### src/rtl/gb_cpu_mem_bridge.sv
// gb_cpu_mem_bridge: turns GameBoy CPU bus strobes into single req/ack memory
// transactions, stalling the CPU via WAIT_n/CLKEN until the memory side completes.
module gb_cpu_mem_bridge #(
    parameter int CEN_DIV = 4,
    parameter int TIMEOUT = 64
) (
    input  logic        CLK_n,
    input  logic        RESET_n,
    output logic        CLKEN,
    output logic        WAIT_n,
    input  logic        MREQ_n,
    input  logic        RD_n,
    input  logic        WR_n,
    input  logic [15:0] A,
    input  logic [7:0]  DO,
    output logic [7:0]  DI,
    output logic        mem_req,
    output logic        mem_we,
    output logic [15:0] mem_addr,
    output logic [7:0]  mem_wdata,
    input  logic        mem_ack,
    input  logic [7:0]  mem_rdata,
    output logic        timeout_err
);
    localparam int CW = $clog2(CEN_DIV);
    typedef enum logic [1:0] {IDLE, REQ, DONE} state_t;
    state_t        r_state;
    logic [CW-1:0] r_cnt;
    logic [7:0]    r_tmo, r_di, r_wdata;
    logic [15:0]   r_addr;
    logic          r_rd_prev, r_wr_prev, r_wait_n, r_req, r_we, r_err;
    logic          w_rd_start, w_wr_start, w_start, w_last;

    assign w_rd_start  = r_rd_prev & ~RD_n & ~MREQ_n;
    assign w_wr_start  = r_wr_prev & ~WR_n & ~MREQ_n;
    assign w_start     = w_rd_start | w_wr_start;
    assign w_last      = r_cnt == CW'(CEN_DIV - 1);
    // The divider freezes from the detect cycle onward, so the pending T-state edge survives the stall
    assign CLKEN       = w_last && r_state == IDLE && !w_start;
    assign WAIT_n      = r_wait_n;
    assign DI          = r_di;
    assign mem_req     = r_req;
    assign mem_we      = r_we;
    assign mem_addr    = r_addr;
    assign mem_wdata   = r_wdata;
    assign timeout_err = r_err;

    always_ff @(posedge CLK_n or negedge RESET_n) begin
        if (!RESET_n) begin
            r_state   <= IDLE;
            r_cnt     <= '0;
            r_tmo     <= 8'd0;
            r_di      <= 8'hFF;
            r_wdata   <= 8'd0;
            r_addr    <= 16'd0;
            r_rd_prev <= 1'b1;
            r_wr_prev <= 1'b1;
            r_wait_n  <= 1'b1;
            r_req     <= 1'b0;
            r_we      <= 1'b0;
            r_err     <= 1'b0;
        end else begin
            r_rd_prev <= RD_n;
            r_wr_prev <= WR_n;
            if (r_state == IDLE && !w_start)
                r_cnt <= w_last ? '0 : r_cnt + 1'b1;
            case (r_state)
                IDLE: if (w_start) begin
                    r_addr   <= A;
                    if (w_wr_start)
                        r_wdata <= DO;
                    r_we     <= w_wr_start;
                    r_req    <= 1'b1;
                    r_wait_n <= 1'b0;
                    r_tmo    <= 8'd0;
                    r_state  <= REQ;
                end
                REQ: if (mem_ack) begin
                    r_req   <= 1'b0;
                    if (!r_we)
                        r_di <= mem_rdata;
                    r_state <= DONE;
                end else if (r_tmo == 8'(TIMEOUT - 1)) begin
                    r_req   <= 1'b0;
                    if (!r_we)
                        r_di <= 8'hFF;
                    r_err   <= 1'b1;
                    r_state <= DONE;
                end else begin
                    r_tmo <= r_tmo + 8'd1;
                end
                default: begin
                    r_wait_n <= 1'b1;
                    r_we     <= 1'b0;
                    r_state  <= IDLE;
                end
            endcase
        end
    end
endmodule

### config.mk
export PLATFORM = sky130hd
export DESIGN_NAME = gb_cpu_mem_bridge
export DESIGN_NICKNAME = d
export VERILOG_FILES = /design/src/rtl/gb_cpu_mem_bridge.sv
export SDC_FILE = /design/constraint.sdc
export NUM_CORES = 1
export LEC_CHECK = 0
export BUFFER_PORTS_ARGS = -buffer_cell sky130_fd_sc_hd__buf_2
export CORE_ASPECT_RATIO = 0.7
export CORE_MARGIN = 2
export CORE_UTILIZATION = 49
export DETAILED_ROUTE_END_ITERATION = 6
export PLACE_DENSITY = 0.79
export SYNTH_ARGS = -nofsm -noshare
export SYNTH_HDL_FRONTEND = slang
export SYNTH_SLANG_ARGS = --single-unit
### constraint.sdc
create_clock -name CLK_n -period 1.9 [get_ports CLK_n]
set_input_delay 0.19 -clock CLK_n [delete_from_list [all_inputs] [get_ports CLK_n]]
set_output_delay 0.19 -clock CLK_n [all_outputs]
set_load 0.005 [all_outputs]
Yosys cells after proc, flatten, opt, wreduce, memory -nomap -nowiden
Index checks and enable logic that the tools add are counted.
{"block": "classes", "n_addsub": 2, "n_eq_ne": 7, "n_mux": 21, "bitwise": 11, "reduce_logical": 15}
{"cell": "$mux 8", "n": 7}
{"cell": "$pmux 8 s2", "n": 1}
{"cell": "$reduce_and 3->1", "n": 4}
{"cell": "$add 8x1->8 const B", "n": 1}
{"cell": "$eq 8x6->1 const B", "n": 1}
{"cell": "$mux 2", "n": 4}
{"cell": "$ne 2x2->1 const B", "n": 3}
{"cell": "$not 1->1", "n": 6}
{"cell": "$pmux 1 s2", "n": 3}
{"cell": "$reduce_and 2->1", "n": 3}
{"cell": "$mux 1", "n": 5}
{"cell": "$and 1x1->1", "n": 4}
{"cell": "$pmux 2 s2", "n": 1}
{"cell": "$reduce_and 4->1", "n": 1}
{"cell": "$reduce_bool 2->1", "n": 2}
{"cell": "$logic_and 1x1->1", "n": 3}
{"cell": "$ne 3x3->1 const B", "n": 1}
{"cell": "$add 2x1->2 const B", "n": 1}
{"cell": "$eq 2x1->1 const B", "n": 1}
{"cell": "$eq 2x2->1 const B", "n": 1}
{"cell": "$logic_not 2->1", "n": 1}
{"cell": "$logic_not 1->1", "n": 1}
{"cell": "$or 1x1->1", "n": 1}
{"block": "totals", "regBits": 50, "elab_cells": 68}

Logic depth before layout (Yosys ltp)
{"block": "depth", "depth_word": 6, "mapped_depth": 7, "depth_no_buf": 5}

Worst setup path before layout
No wires, ideal clock.
{"block": "synth_timing", "kind": "reg-to-reg", "start": "register r_rd_prev", "end": "register r_addr[10], in the netlist mem_addr[10]", "arrival_ns": 1.592, "t_required_ns": 1.775, "slack_ns": 0.183, "stages_incl_launch_ff": 6, "path_buffers": 2, "path_cell_list": "dfstp_2 -> nand2b_4 -> a2111oi_4 -> buf_4 -> buf_6 -> mux2_2"}
{"block": "synth_via", "elab_chain_len": 4}
{"element": "from (decl)", "line_no": "31", "source": "logic r_rd_prev, r_wr_prev, r_wait_n, r_req, r_we, r_err;"}
{"element": "from (signal assigned)", "line_no": "63", "source": "r_rd_prev <= RD_n;"}
{"element": "$and 1x1->1 (2 in a row)", "line_no": "34", "source": "assign w_rd_start = r_rd_prev & ~RD_n & ~MREQ_n;"}
{"element": "$or 1x1->1", "line_no": "36", "source": "assign w_start = w_rd_start | w_wr_start;"}
{"element": "$reduce_and 2->1 (no source line)"}
{"element": "to (signal assigned)", "line_no": "55", "source": "r_addr <= 16'd0;"}
{"element": "to (signal assigned)", "line_no": "69", "source": "r_addr <= A;"}
{"element": "to (decl)", "line_no": "30", "source": "logic [15:0] r_addr;"}
No other way between the ends.
A chain may end at the register's enable or synchronous reset.

Final worst setup path
{"block": "layout_timing", "start": "register r_wr_prev", "end": "output CLKEN"}
{"block": "layout_via", "elab_chain_len": 5}
{"element": "from (decl)", "line_no": "31"}
{"element": "from (signal assigned)", "line_no": "64", "source": "r_wr_prev <= WR_n;"}
{"element": "$and 1x1->1 (2 in a row)", "line_no": "35", "source": "assign w_wr_start = r_wr_prev & ~WR_n & ~MREQ_n;"}
{"element": "$or 1x1->1", "line_no": "36"}
{"element": "$logic_not 1->1", "line_no": "39", "source": "assign CLKEN = w_last && r_state == IDLE && !w_start;"}
{"element": "$logic_and 1x1->1", "line_no": "39"}
{"element": "to (decl)", "line_no": "9", "source": "output logic CLKEN,"}
No other way between the ends.

==> PnR_summary.wiki <==
{| class="wikitable"
! Metric !! Value
|-
| Commonest register cell after synthesis || dfrtp_1
|-
| Count of flip-flops with a built-in enable after synthesis || 0
|-
| Die extent in x || 82.6 um
|-
| Setup slack on the worst flop-to-flop path || 150 ps
|-
| Fraction of layout instances using a drive strength above 1 || 0.544
|-
| Tot GR Track Use || 0.185
|-
| Clock slew at reported path FFs || 80 ps
|-
| Highest cell delay on the worst timing path || 550 ps
|-
| Placed cells || 278
|-
| Count of nets left with antenna violations after detail routing || 0
|-
| Number of DRC markers after the initial detailed-route iteration || 105
|-
| Net count of the finished layout || 276
|-
| Number of cells in the finished layout apart from fillers || 289
|-
| Most instantiated cells after synthesis || 39 x dfrtp_1, 21 x mux2_2, 11 x dfstp_2
|-
| Critical Path Sink Type || output pin
|-
| Total overflow reported by the global router || 0
|-
| Area of the die || 4870 sq um
|-
| Nature of the critical path startpoint || flop
|-
| Initial Utilization || 0.524
|-
| Post-place setup slack || 168 ps
|-
| Worst slew margin relative to its limit || 0.605
|-
| Number of optimization iterations in the first detailed-route pass || 4
|-
| Number of antenna violations at the first check in global routing || 0
|-
| Dpl hpwl || 3050 um
|-
| Root buffer cell || clkbuf_8
|-
| Number of max-slew violations in the final report || 0
|-
| Final number of setup-violating endpoints || 0
|-
| Endpoints failing hold || 0
|-
| Core ar. || 4040 sq um
|-
| Mean routed wirelength per cell || 14.2 um
|-
| Minimum clock period after layout || 1780 ps
|-
| Proportion of synthesized flip-flops having asynchronous set or reset || 1.00
|-
| Total Power Consumption || 3.21 mW
|-
| Number of distinct library cells after synthesis || 39
|-
| Cell area power density || 1190 nW/um^2
|-
| Fill cells || 304
|-
| Share of Yosys cell area claimed by the top area cell type || 0.461
|-
| Status || finished clean
|-
| FP Rows || 19
|-
| Syn avg cell area || 13.9 sq um
|-
| Ratio of final minimum period to clock period || 0.939
|-
| Mapped Cells || 152
|-
| Count of pins on the block boundary || 75
|-
| Final setup margin || 117 ps
|-
| Cell with the most instances after synthesis || dfrtp_1
|-
| Most area-consuming cells after synthesis || dfrtp_1 46%, dfstp_2 14%, mux2_2 11%
|-
| Number of clock buffers inserted by TritonCTS || 5
|-
| Hold Path Stages || 2
|-
| Leakage dissipation || 1.26 nW
|-
| Hold/Removal Path Class || input pin to flop
|-
| Wire length of the first global-routing pass || 6660 um
|-
| Design area || 2700 sq um
|-
| Number of global-route vias before repair || 1458
|-
| TritonCTS clock tree || built
|-
| Setup skew after layout || 3.69 ps
|-
| Hold Startpoint || A[14]
|-
| CP max stage cell || dfstp_2
|-
| Synth Register Bits || 50
|-
| Final hold slack || 111 ps
|-
| Die span in y || 59.0 um
|-
| Endpoint of the worst hold-timing path || mem_addr[14]
|-
| Deepest clock path buffer count || 2
|-
| Achievable Freq || 561 MHz
|-
| Capturing point of the worst reg2reg path || mem_addr[6]
|-
| Area of the mapped netlist || 2120 sq um
|-
| Sinks on Clock Net || 50
|-
| CP max FO || 3
|-
| Routed vias/inst || 5.22
|-
| Count of unresolved DRC violations after routing || 0
|-
| Area overhead of the layout relative to synthesis || 27.5%
|-
| Routed wire length || 4100 um
|-
| Share of the yosys chip area belonging to registers || 0.597
|-
| Measured slew at the worst slew-check pin || 592 ps
|-
| Reg-to-Reg Start || r_rd_prev
|-
| Number of buffers added on ports || 74
|-
| CP arrival || 1590 ps
|-
| Post-Syn Nets || 192
|-
| Warnings from Yosys || 0
|-
| Biggest area consumer among synthesized cells || dfrtp_1
|-
| Worst path required time || 1710 ps
|-
| DR vias || 1509
|-
| Critical Path, Cell by Cell || nand2b_4, a21oi_1, nor3_2, and2_1, buf_2
|-
| Largest net degree at the start of global routing || 51
|-
| Max_cap viols || 0
|-
| IR drop worst, VDD || 0.781 mV
|-
| Number of H-tree branching levels || 2
|-
| Number of cells on the worst reg-to-reg path || 4
|-
| Area after detailed placement || 2550 sq um
|-
| Crit Path Class || flop to output pin
|-
| Final weighted congestion in routability-driven placement || 0.734
|-
| Insertion delay to the later sink of the worst-skew pair || 300 ps
|-
| Number of buffers inserted to repair setup after CTS || 0
|-
| Count of inserted antenna diode cells || 0
|}
## critical path: cells and delay by family (launching register included)
family                 cells  cell delay [ps]
AOI/OAI and AO/OA          1              270
and+or+nand+nor            3              360
DFF                        1              550
buffers and inverters      1              120
## where the power goes
part	switching, mW	internal [mW]	total, mW
clock	0.332	0.393	0.725
combinational	0.347	0.494	0.841
sequential	0.197	1.45	1.65
## stage by stage
| step | utilization | setup TNS, ps |
|---|---|---|
| after floorplan | - | 0 |
| after global placement | 0.632 | 0 |
| after detailed placement | 0.632 | 0 |
| after CTS | 0.667 | 0 |
| after global routing | 0.668 | -3.40 |
| final | 0.668 | 0 |
## registers in the layout, indices dropped and copies added (netlist names)
signal and count:
WAIT_n 1, timeout_err 1, r_state 2, r_cnt 2, mem_req 1, r_tmo 8
mem_addr 16, mem_we 1, r_rd_prev 1, r_wr_prev 1, DI 8, mem_wdata 8
## placed cells by master, fill, tap and decap left out, types with 2 or more instances in the layout
master / Yosys / final
a21oi_1: 7 / 7
a31oi_1: 4 / 4
and2_1: 2 / 2
and3_1: 2 / 2
buf_2: 2 / 74
buf_4: 3 / 6
clkbuf_8: 0 / 5
dfrtp_1: 39 / 39
dfstp_2: 11 / 11
dlygate4sd3_1: 0 / 3
ha_1: 2 / 2
inv_1: 2 / 2
mux2_1: 5 / 5
mux2_2: 21 / 21
mux2i_1: 2 / 2
nand2_1: 4 / 4
nand2b_1: 3 / 3
nand2b_4: 2 / 2
nand3_1: 2 / 2
nor2_1: 8 / 8
o21ai_0: 4 / 4
o22a_1: 8 / 8
## how the worst max path moves through the flow
stage          startpoint      endpoint  slack [ps]  cells after the start
2_1_floorplan   r_rd_prev  mem_addr[10]         180                      5
3_3_place_gp    r_rd_prev   mem_addr[0]         210                      4
3_5_place_dp    r_rd_prev   mem_addr[6]         170                      4
4_1_cts        r_state[1]         CLKEN          40                      4
5_1_grt         r_wr_prev         CLKEN          -3                      5
6_report        r_wr_prev         CLKEN         120                      5
## cells by family (layout without fill, tap and decap cells)
kind of cell    count (synthesis)  after routing  synth area share
compound gates                 33             33             0.120
fa+ha+maj                       2              2            0.0118
buf+inv                         8             93            0.0242
flops                          50             50             0.597
mux                            28             28             0.148
simple gates                   31             31            0.0992
## per-layer routing
layer / GRT usage / share of wire / up-vias
met5: 0 / 0 / -
met4: 0.0562 / 0.0071 / 0
met3: 0.0625 / 0.086 / 5
met2: 0.270 / 0.42 / 62
met1: 0.267 / 0.48 / 717
li1: - / - / 725
## timing repair
| item | in CTS | in global routing |
|---|---|---|
| endpoints found under the setup margin | 0 | 1 |
| hold buffers | 3 | 0 |
| resized for setup | 0 | 1 |
| endpoints found under the hold margin | 20 | 0 |
## final cells by class
| type | count | area, sq um | area share |
|---|---|---|---|
| Timing Repair Buffer | 83 | 445 | 0.165 |
| Multi-Input combinational cell | 94 | 807 | 0.299 |
| Clock inverter | 2 | 37.5 | 0.0139 |
| Sequential cell | 50 | 1260 | 0.468 |
| Tap cell | 52 | 65.1 | 0.0241 |
| Clock buffer | 6 | 72.6 | 0.0269 |
| Inverter | 2 | 7.51 | 0.00278 |
Note: power is estimated with default switching activity, not from simulation.
